==> src/rtl/uart_pkg.sv <==
// Shared constants, feeder state encoding and parity helper for the UART transmit path.
package uart_pkg;

    localparam int UART_DATA_W     = 8;
    localparam int UART_FRAME_BITS = 11;   // start + 8 data + parity + stop

    typedef enum logic [2:0] {
        IDLE = 3'd0,
        LOAD = 3'd1,
        SEND = 3'd2,
        WAIT = 3'd3,
        GAP  = 3'd4
    } feeder_state_t;

    // Even parity is the XOR of all data bits; odd parity is its complement.
    function automatic logic calc_parity(input logic [UART_DATA_W-1:0] data,
                                         input logic                   odd);
        return (^data) ^ odd;
    endfunction

endpackage

==> src/rtl/uart_tx_feeder_if.sv <==
// Bundle of the write-side and serializer-side signals of the transmit feeder.
// master: local write logic plus serializer; slave: the feeder itself.
interface uart_tx_feeder_if
    import uart_pkg::*;
#(
    parameter int DEPTH = 16
);
    localparam int LEVEL_W = $clog2(DEPTH) + 1;

    // Write side
    logic                   wr_en;
    logic [UART_DATA_W-1:0] wr_data;
    logic                   full;
    logic [LEVEL_W-1:0]     level;
    logic                   overflow;
    logic                   ovf_clr;

    // Serializer side
    logic [UART_DATA_W-1:0] tx_data;
    logic                   tx_parity;
    logic                   tx_send;
    logic                   tx_active;
    logic                   tx_done;

    modport master (
        output wr_en, wr_data, ovf_clr, tx_active, tx_done,
        input  full, level, overflow, tx_data, tx_parity, tx_send
    );

    modport slave (
        input  wr_en, wr_data, ovf_clr, tx_active, tx_done,
        output full, level, overflow, tx_data, tx_parity, tx_send
    );

endinterface

==> src/rtl/uart_sync_fifo.sv <==
// Single-clock FIFO holding bytes waiting for the serializer. The head entry is
// read combinationally so the consumer can register it on the pop edge; a
// write into an empty FIFO only becomes visible the following cycle.
module uart_sync_fifo
    import uart_pkg::*;
#(
    parameter int DEPTH = 16,
    parameter int WIDTH = UART_DATA_W
) (
    input  logic                     baud_clk,
    input  logic                     reset_n,
    input  logic                     wr,
    input  logic [WIDTH-1:0]         wr_data,
    input  logic                     rd,
    output logic [WIDTH-1:0]         rd_data,
    output logic                     full,
    output logic                     empty,
    output logic [$clog2(DEPTH):0]   level
);
    localparam int AW = $clog2(DEPTH);
    localparam int LW = AW + 1;

    logic [WIDTH-1:0] mem [DEPTH];
    logic [AW-1:0]    wr_ptr_reg;
    logic [AW-1:0]    rd_ptr_reg;
    logic [LW-1:0]    count_reg;
    logic             do_wr;
    logic             do_rd;

    assign full  = (count_reg == LW'(DEPTH));
    assign empty = (count_reg == '0);
    assign level = count_reg;

    // A pop in the same cycle frees a slot, so a write to a full FIFO still lands.
    assign do_rd = rd && !empty;
    assign do_wr = wr && (!full || do_rd);

    assign rd_data = mem[rd_ptr_reg];

    // Storage array; not reset, contents only meaningful between the pointers.
    always_ff @(posedge baud_clk) begin
        if (do_wr) begin
            mem[wr_ptr_reg] <= wr_data;
        end
    end

    // Pointers wrap naturally because DEPTH is a power of two; count tracks net change.
    always_ff @(posedge baud_clk or negedge reset_n) begin
        if (!reset_n) begin
            wr_ptr_reg <= '0;
            rd_ptr_reg <= '0;
            count_reg  <= '0;
        end else begin
            if (do_wr) begin
                wr_ptr_reg <= wr_ptr_reg + AW'(1);
            end
            if (do_rd) begin
                rd_ptr_reg <= rd_ptr_reg + AW'(1);
            end
            case ({do_wr, do_rd})
                2'b10:   count_reg <= count_reg + LW'(1);
                2'b01:   count_reg <= count_reg - LW'(1);
                default: count_reg <= count_reg;
            endcase
        end
    end

endmodule

==> src/rtl/uart_tx_feeder.sv <==
// Upstream stage of the UART transmitter: queues bytes, attaches parity and
// hands one byte at a time to the serializer with a send/active/done handshake.
module uart_tx_feeder
    import uart_pkg::*;
#(
    parameter int DEPTH      = 16,
    parameter int PARITY_ODD = 0,
    parameter int GAP_BITS   = 1
) (
    input  logic             baud_clk,
    input  logic             reset_n,
    uart_tx_feeder_if.slave  bus,
    output logic             busy,
    output logic             frame_sent
);
    localparam int   LEVEL_W  = $clog2(DEPTH) + 1;
    localparam logic PAR_ODD  = (PARITY_ODD != 0);
    localparam logic HAS_GAP  = (GAP_BITS > 0);
    localparam logic [3:0] GAP_LAST = 4'((GAP_BITS > 0) ? (GAP_BITS - 1) : 0);

    feeder_state_t          state_reg, state_next;
    logic [UART_DATA_W-1:0] tx_data_reg, tx_data_next;
    logic                   tx_parity_reg, tx_parity_next;
    logic                   tx_send_reg, tx_send_next;
    logic                   frame_sent_reg, frame_sent_next;
    logic [3:0]             gap_cnt_reg, gap_cnt_next;
    logic                   overflow_reg;
    logic                   pop;

    logic [UART_DATA_W-1:0] fifo_rd_data;
    logic                   fifo_full;
    logic                   fifo_empty;
    logic [LEVEL_W-1:0]     fifo_level;

    uart_sync_fifo #(
        .DEPTH (DEPTH),
        .WIDTH (UART_DATA_W)
    ) u_fifo (
        .baud_clk (baud_clk),
        .reset_n  (reset_n),
        .wr       (bus.wr_en),
        .wr_data  (bus.wr_data),
        .rd       (pop),
        .rd_data  (fifo_rd_data),
        .full     (fifo_full),
        .empty    (fifo_empty),
        .level    (fifo_level)
    );

    assign bus.full      = fifo_full;
    assign bus.level     = fifo_level;
    assign bus.overflow  = overflow_reg;
    assign bus.tx_data   = tx_data_reg;
    assign bus.tx_parity = tx_parity_reg;
    assign bus.tx_send   = tx_send_reg;
    assign busy          = (state_reg != IDLE);
    assign frame_sent    = frame_sent_reg;

    // State and registered outputs; reset drops send so the next send is a clean rising edge.
    always_ff @(posedge baud_clk or negedge reset_n) begin
        if (!reset_n) begin
            state_reg      <= IDLE;
            tx_data_reg    <= '0;
            tx_parity_reg  <= PAR_ODD;
            tx_send_reg    <= 1'b0;
            frame_sent_reg <= 1'b0;
            gap_cnt_reg    <= '0;
        end else begin
            state_reg      <= state_next;
            tx_data_reg    <= tx_data_next;
            tx_parity_reg  <= tx_parity_next;
            tx_send_reg    <= tx_send_next;
            frame_sent_reg <= frame_sent_next;
            gap_cnt_reg    <= gap_cnt_next;
        end
    end

    // Next-state logic; tx_data/tx_parity only move on a pop in IDLE.
    always_comb begin
        state_next      = state_reg;
        tx_data_next    = tx_data_reg;
        tx_parity_next  = tx_parity_reg;
        tx_send_next    = tx_send_reg;
        frame_sent_next = 1'b0;
        gap_cnt_next    = gap_cnt_reg;
        pop             = 1'b0;

        case (state_reg)
            IDLE: begin
                tx_send_next = 1'b0;
                if (!fifo_empty) begin
                    pop            = 1'b1;
                    tx_data_next   = fifo_rd_data;
                    tx_parity_next = calc_parity(fifo_rd_data, PAR_ODD);
                    state_next     = LOAD;
                end
            end
            LOAD: begin
                tx_send_next = 1'b1;
                state_next   = SEND;
            end
            SEND: begin
                // Only leaving SEND after active is seen means WAIT never acts on a stale done.
                if (bus.tx_active) begin
                    tx_send_next = 1'b0;
                    state_next   = WAIT;
                end
            end
            WAIT: begin
                if (!bus.tx_active && bus.tx_done) begin
                    frame_sent_next = 1'b1;
                    gap_cnt_next    = '0;
                    state_next      = HAS_GAP ? GAP : IDLE;
                end
            end
            GAP: begin
                if (gap_cnt_reg == GAP_LAST) begin
                    gap_cnt_next = '0;
                    state_next   = IDLE;
                end else begin
                    gap_cnt_next = gap_cnt_reg + 4'd1;
                end
            end
            default: begin
                state_next   = IDLE;
                tx_send_next = 1'b0;
            end
        endcase
    end

    // Sticky overflow on a dropped write; an explicit clear takes priority.
    always_ff @(posedge baud_clk or negedge reset_n) begin
        if (!reset_n) begin
            overflow_reg <= 1'b0;
        end else if (bus.ovf_clr) begin
            overflow_reg <= 1'b0;
        end else if (bus.wr_en && fifo_full && !pop) begin
            overflow_reg <= 1'b1;
        end
    end

endmodule

==> src/flat_wrapper.sv <==
// flat-port wrapper written by rule: the top's interface ports become plain ports
module uart_tx_feeder_flat import uart_pkg::*;
#(
    parameter int DEPTH      = 16,
    parameter int PARITY_ODD = 0,
    parameter int GAP_BITS   = 1
)
  (baud_clk, reset_n, busy, frame_sent, bus_wr_en, bus_wr_data, bus_ovf_clr, bus_tx_active, bus_tx_done, bus_full, bus_level, bus_overflow, bus_tx_data, bus_tx_parity, bus_tx_send);
  uart_tx_feeder_if #(.DEPTH(DEPTH)) bus_i ();
  input  logic baud_clk;
  input  logic reset_n;
  output logic busy;
  output logic frame_sent;
  input wire logic [$bits(bus_i.wr_en)-1:0] bus_wr_en;
  input wire logic [$bits(bus_i.wr_data)-1:0] bus_wr_data;
  input wire logic [$bits(bus_i.ovf_clr)-1:0] bus_ovf_clr;
  input wire logic [$bits(bus_i.tx_active)-1:0] bus_tx_active;
  input wire logic [$bits(bus_i.tx_done)-1:0] bus_tx_done;
  output wire logic [$bits(bus_i.full)-1:0] bus_full;
  output wire logic [$bits(bus_i.level)-1:0] bus_level;
  output wire logic [$bits(bus_i.overflow)-1:0] bus_overflow;
  output wire logic [$bits(bus_i.tx_data)-1:0] bus_tx_data;
  output wire logic [$bits(bus_i.tx_parity)-1:0] bus_tx_parity;
  output wire logic [$bits(bus_i.tx_send)-1:0] bus_tx_send;
  assign bus_i.wr_en = bus_wr_en;
  assign bus_i.wr_data = bus_wr_data;
  assign bus_i.ovf_clr = bus_ovf_clr;
  assign bus_i.tx_active = bus_tx_active;
  assign bus_i.tx_done = bus_tx_done;
  assign bus_full = bus_i.full;
  assign bus_level = bus_i.level;
  assign bus_overflow = bus_i.overflow;
  assign bus_tx_data = bus_i.tx_data;
  assign bus_tx_parity = bus_i.tx_parity;
  assign bus_tx_send = bus_i.tx_send;
  uart_tx_feeder #(.DEPTH(DEPTH), .PARITY_ODD(PARITY_ODD), .GAP_BITS(GAP_BITS)) u_core (.baud_clk(baud_clk), .reset_n(reset_n), .bus(bus_i), .busy(busy), .frame_sent(frame_sent));
endmodule
==> config.mk <==
export PLATFORM = sky130hd
export DESIGN_NAME = uart_tx_feeder_flat
export DESIGN_NICKNAME = d
export VERILOG_FILES = /design/src/rtl/uart_pkg.sv /design/src/rtl/uart_tx_feeder_if.sv /design/src/rtl/uart_sync_fifo.sv /design/src/rtl/uart_tx_feeder.sv /design/src/flat_wrapper.sv
export SDC_FILE = /design/constraint.sdc
export NUM_CORES = 1
export LEC_CHECK = 0
export BUFFER_PORTS_ARGS = -buffer_cell sky130_fd_sc_hd__buf_2
export CORE_MARGIN = 2
export CORE_UTILIZATION = 30
export DETAILED_ROUTE_END_ITERATION = 10
export PLACE_DENSITY_LB_ADDON = 0.05
export SLEW_MARGIN = 40
export SYNTH_ARGS = -nofsm -noshare
export SYNTH_HDL_FRONTEND = slang
export SYNTH_SLANG_ARGS = --single-unit
==> constraint.sdc <==
create_clock -name baud_clk -period 6.7 [get_ports baud_clk]
set_input_delay 0.67 -clock baud_clk [delete_from_list [all_inputs] [get_ports baud_clk]]
set_output_delay 0.67 -clock baud_clk [all_outputs]
set_load 0.02 [all_outputs]
==> summary.md <==
| Metric | Value |
|---|---|
| Status | complete, no violations |
| Area Overhead vs Synth | 16.7% |
| Worst skew pair latency | 0.42 ns |
| Post-synth top area share | 0.589 |
| Post-Syn Area | between 6000 and 7000 µm² |
| R2R cell count | 7 |
| Share of layout cells above drive strength 1 | 0.286 |
| Largest net degree at the start of global routing | 35 |
| RSZ-0062 raised after global routing | false |
| Core Rows | 53 |
| Worst EP required | 7.01 ns |
| Critical path's slowest cell | dfrtp_2 |
| Register bit total from synthesis | 160 |
| Post-synth top flop | edfxtp_1 |
| CTS tree | yes |
| CP Capture Type | flop |
| Total track usage | 0.140 |
| Worst-Margin Slew | between 0.8 and 0.9 ns |
| Sequential share of the synthesized area | 0.712 |
| Syn_nets | approximately 380 |
| FF-to-FF End | u_core.bus.tx_parity$_DFFE_PN0P_ |
| Setup Skew | slightly below 0.009 ns |
| Final Worst Setup Slack | approximately 3.4 ns |
| Tcrit/Tclk final | 0.490 |
| Minimum clock period | between 3 and 4 ns |
| Worst IR Drop VDD | between 150 and 200 µV |
| Family with the most delay on the worst path | multiplexers |
| Fraction of registers with async set/reset | 0.200 |
| Drt total wl | about 15000 µm |
| Clock Pin Slew Worst Setup and Hold Paths | roughly 0.070 ns |
| Lkg Pwr | 2.65 nW |
| Die W | between 150 and 200 µm |
| Max Fanout on Critical Path | 19 |
| Critical Path Max Stage Delay | ~0.79 ns |
| First-pass iteration count of the detailed router | 4 |
| Number of flip-flops in the largest register | between 100 and 150 |
| Setup TNS after final layout | 0 ns |
| Die ar. | 22900 µm² |
| H-tree levels | 4 |
| Vias in the first global route | 3484 |
| Util after Layout | 0.360 |
| Global-route wire length before repair | about 22000 µm |
| DRT antenna net count | 0 |
| Vias per cell | approximately 4.8 |
| Most frequent cells in the layout | edfxtp_1 (128), buf_2 (31), dfrtp_1 (31) |
| Hold WC Path Type | in2async |
| Relative slew slack | 0.459 |
| Area leader, netlist | edfxtp_1 |
| HPWL Detailed | 9390 µm |
| Max Cap Viol | 0 |
| Wirelength per Cell | between 20 and 25 µm |
| Fillers | 2003 |
| PD cells | 459 nW/µm² |
| Layout Nets | about 420 |
| Setup repair bufs after CTS | 0 |
| CP startpoint kind | flop |
| WP data arrival | 3.59 ns |
| Reg-to-Reg Start | u_core.u_fifo.rd_ptr_reg[0]$_DFFE_PN0N_ |
| Port Buffers | 32 |
| Iter 0 DRT Violations | roughly 250 |
| Die Height | 151 µm |
| Diodes inserted | 0 |
| Critical path, cell by cell | buf_4 -> mux4_2 -> mux4_2 -> xnor2_1 -> xnor2_1 -> xnor2_1 -> mux2_4 |
| Pre-CTS setup slack | between 3 and 4 ns |
| TritonCTS Buffers | 17 |
| Root Driver | clkbuf_16 |
| Synth top area cells | edfxtp_1 (59%), dfrtp_1 (12%), mux4_2 (9.3%) |
| Initial Util | 0.308 |
| Max-slew violations | 0 |
| Area of the multi-input gates | around 1800 µm² |
| Clock Sinks | 160 |
| Syn. warnings | 0 |
| Via count | around 3300 |
| Hold Slack | between 0.15 and 0.2 ns |
| Max Freq | approximately 300 MHz |
| Fin. Hold Viols | 0 |
| Synth unique cells | between 40 and 50 |
| PostCTS Resize Cnt | 0 |
| Worst path bufs/invs | 1 |
| Post-Syn Area per Cell | between 15 and 20 µm² |
| Number of hold buffers added after CTS | 0 |
| Max clock buf depth | 2 |
| Register area | ~4600 µm² |
| Cells after synthesis | 360 |
| R2R setup slack | 3.42 ns |
| Placer congestion estimate | about 0.70 |
| Setup-failing EPs final | 0 |
| IO Count | 33 |
| DRC viols | 0 |
| Total grt overflow | 0 |
| Most used cell, CP | xnor2_1 |
| Initial antenna violation count | 0 |
| Core ar. | 21200 µm² |
| EDFF count, synth | roughly 130 |
| Most common cell after layout, fill and taps aside | edfxtp_1 |
| WS Path Type | reg2reg |
| Tot Pwr | ~3.5 mW |
-- metrics by stage --
step,cells,cell area (µm²)
after floorplan,360,6530
after global placement,656,6990
after detailed placement,656,7030
after CTS,687,7610
after global routing,687,7610
final,687,7610
-- final cells by class --
| class | instances | share of cell area |
|---|---|---|
| flip-flops and latches | 160 | 0.610 |
| multi-input cells | 177 | 0.238 |
| clock buffers | 18 | 0.0564 |
| well taps | 275 | 0.0452 |
| repair buffers | 36 | 0.0253 |
| clock inverters | 13 | 0.0204 |
| inverters | 8 | 0.00394 |
-- worst max path at each step --
stage               cells past startpoint                                 to                                     from
floorplan                               6  u_core.u_fifo.mem[3][0]$_DFFE_PP_          u_core.state_reg[2]$_DFFE_PN0P_
global placement                        7   u_core.bus.tx_parity$_DFFE_PN0P_  u_core.u_fifo.rd_ptr_reg[0]$_DFFE_PN0N_
detailed placement                      7   u_core.bus.tx_parity$_DFFE_PN0P_  u_core.u_fifo.rd_ptr_reg[0]$_DFFE_PN0N_
CTS                                     7   u_core.bus.tx_parity$_DFFE_PN0P_  u_core.u_fifo.rd_ptr_reg[0]$_DFFE_PN0N_
global route                            7   u_core.bus.tx_parity$_DFFE_PN0P_  u_core.u_fifo.rd_ptr_reg[0]$_DFFE_PN0N_
finish                                  7   u_core.bus.tx_parity$_DFFE_PN0P_  u_core.u_fifo.rd_ptr_reg[0]$_DFFE_PN0N_
-- metal layers --
metal,share of wire,vias up,track usage
met2,0.48,47,0.223
met1,0.48,1761,0.194
met4,0.0088,0,0.0393
met3,0.023,10,0.0314
li1,-,1497,-
met5,0,-,0
-- Yosys cell counts (2+ instances only) --
library cell	instances
ha_1	9
mux2i_1	3
a221oi_2	2
nor2b_1	5
edfxtp_1	128
a21oi_1	4
mux4_1	7
buf_4	2
inv_1	8
mux4_2	27
buf_2	2
nor3_1	4
a22o_1	4
mux2_2	5
a22oi_1	2
xor2_1	3
nor2_1	22
xnor2_1	13
clkbuf_1	6
buf_1	3
nand2b_1	4
o31ai_1	2
and2_1	2
o21ai_0	17
dfrtp_1	32
nand2_1	20
a21o_1	2
nand3_1	4
a221oi_1	3
-- cell families after synthesis --
| family | synth area share |
|---|---|
| AO/OA/AOI/OAI | 0.0445 |
| XOR/XNOR | 0.0251 |
| multiplexers | 0.137 |
| adder cells (fa/ha/maj) | 0.0173 |
| flip-flops | 0.712 |
| AND/OR/NAND/NOR | 0.0460 |
| buffers and inverters | 0.0184 |
-- where the power goes --
part,total [mW],internal (mW),switching (mW)
sequential,1.40,1.24,0.157
clock,0.971,0.556,0.415
combinational,1.13,0.536,0.591
total,3.50,2.33,1.16
-- worst register-to-register path, cell delays in order (launching register included) --
cell and delay (ns):
dfrtp_2 0.79, buf_4 0.50, mux4_2 0.62, mux4_2 0.54, xnor2_1 0.23, xnor2_1 0.16
xnor2_1 0.08, mux2_4 0.25
No activity file was read; power rests on OpenSTA's default activity.
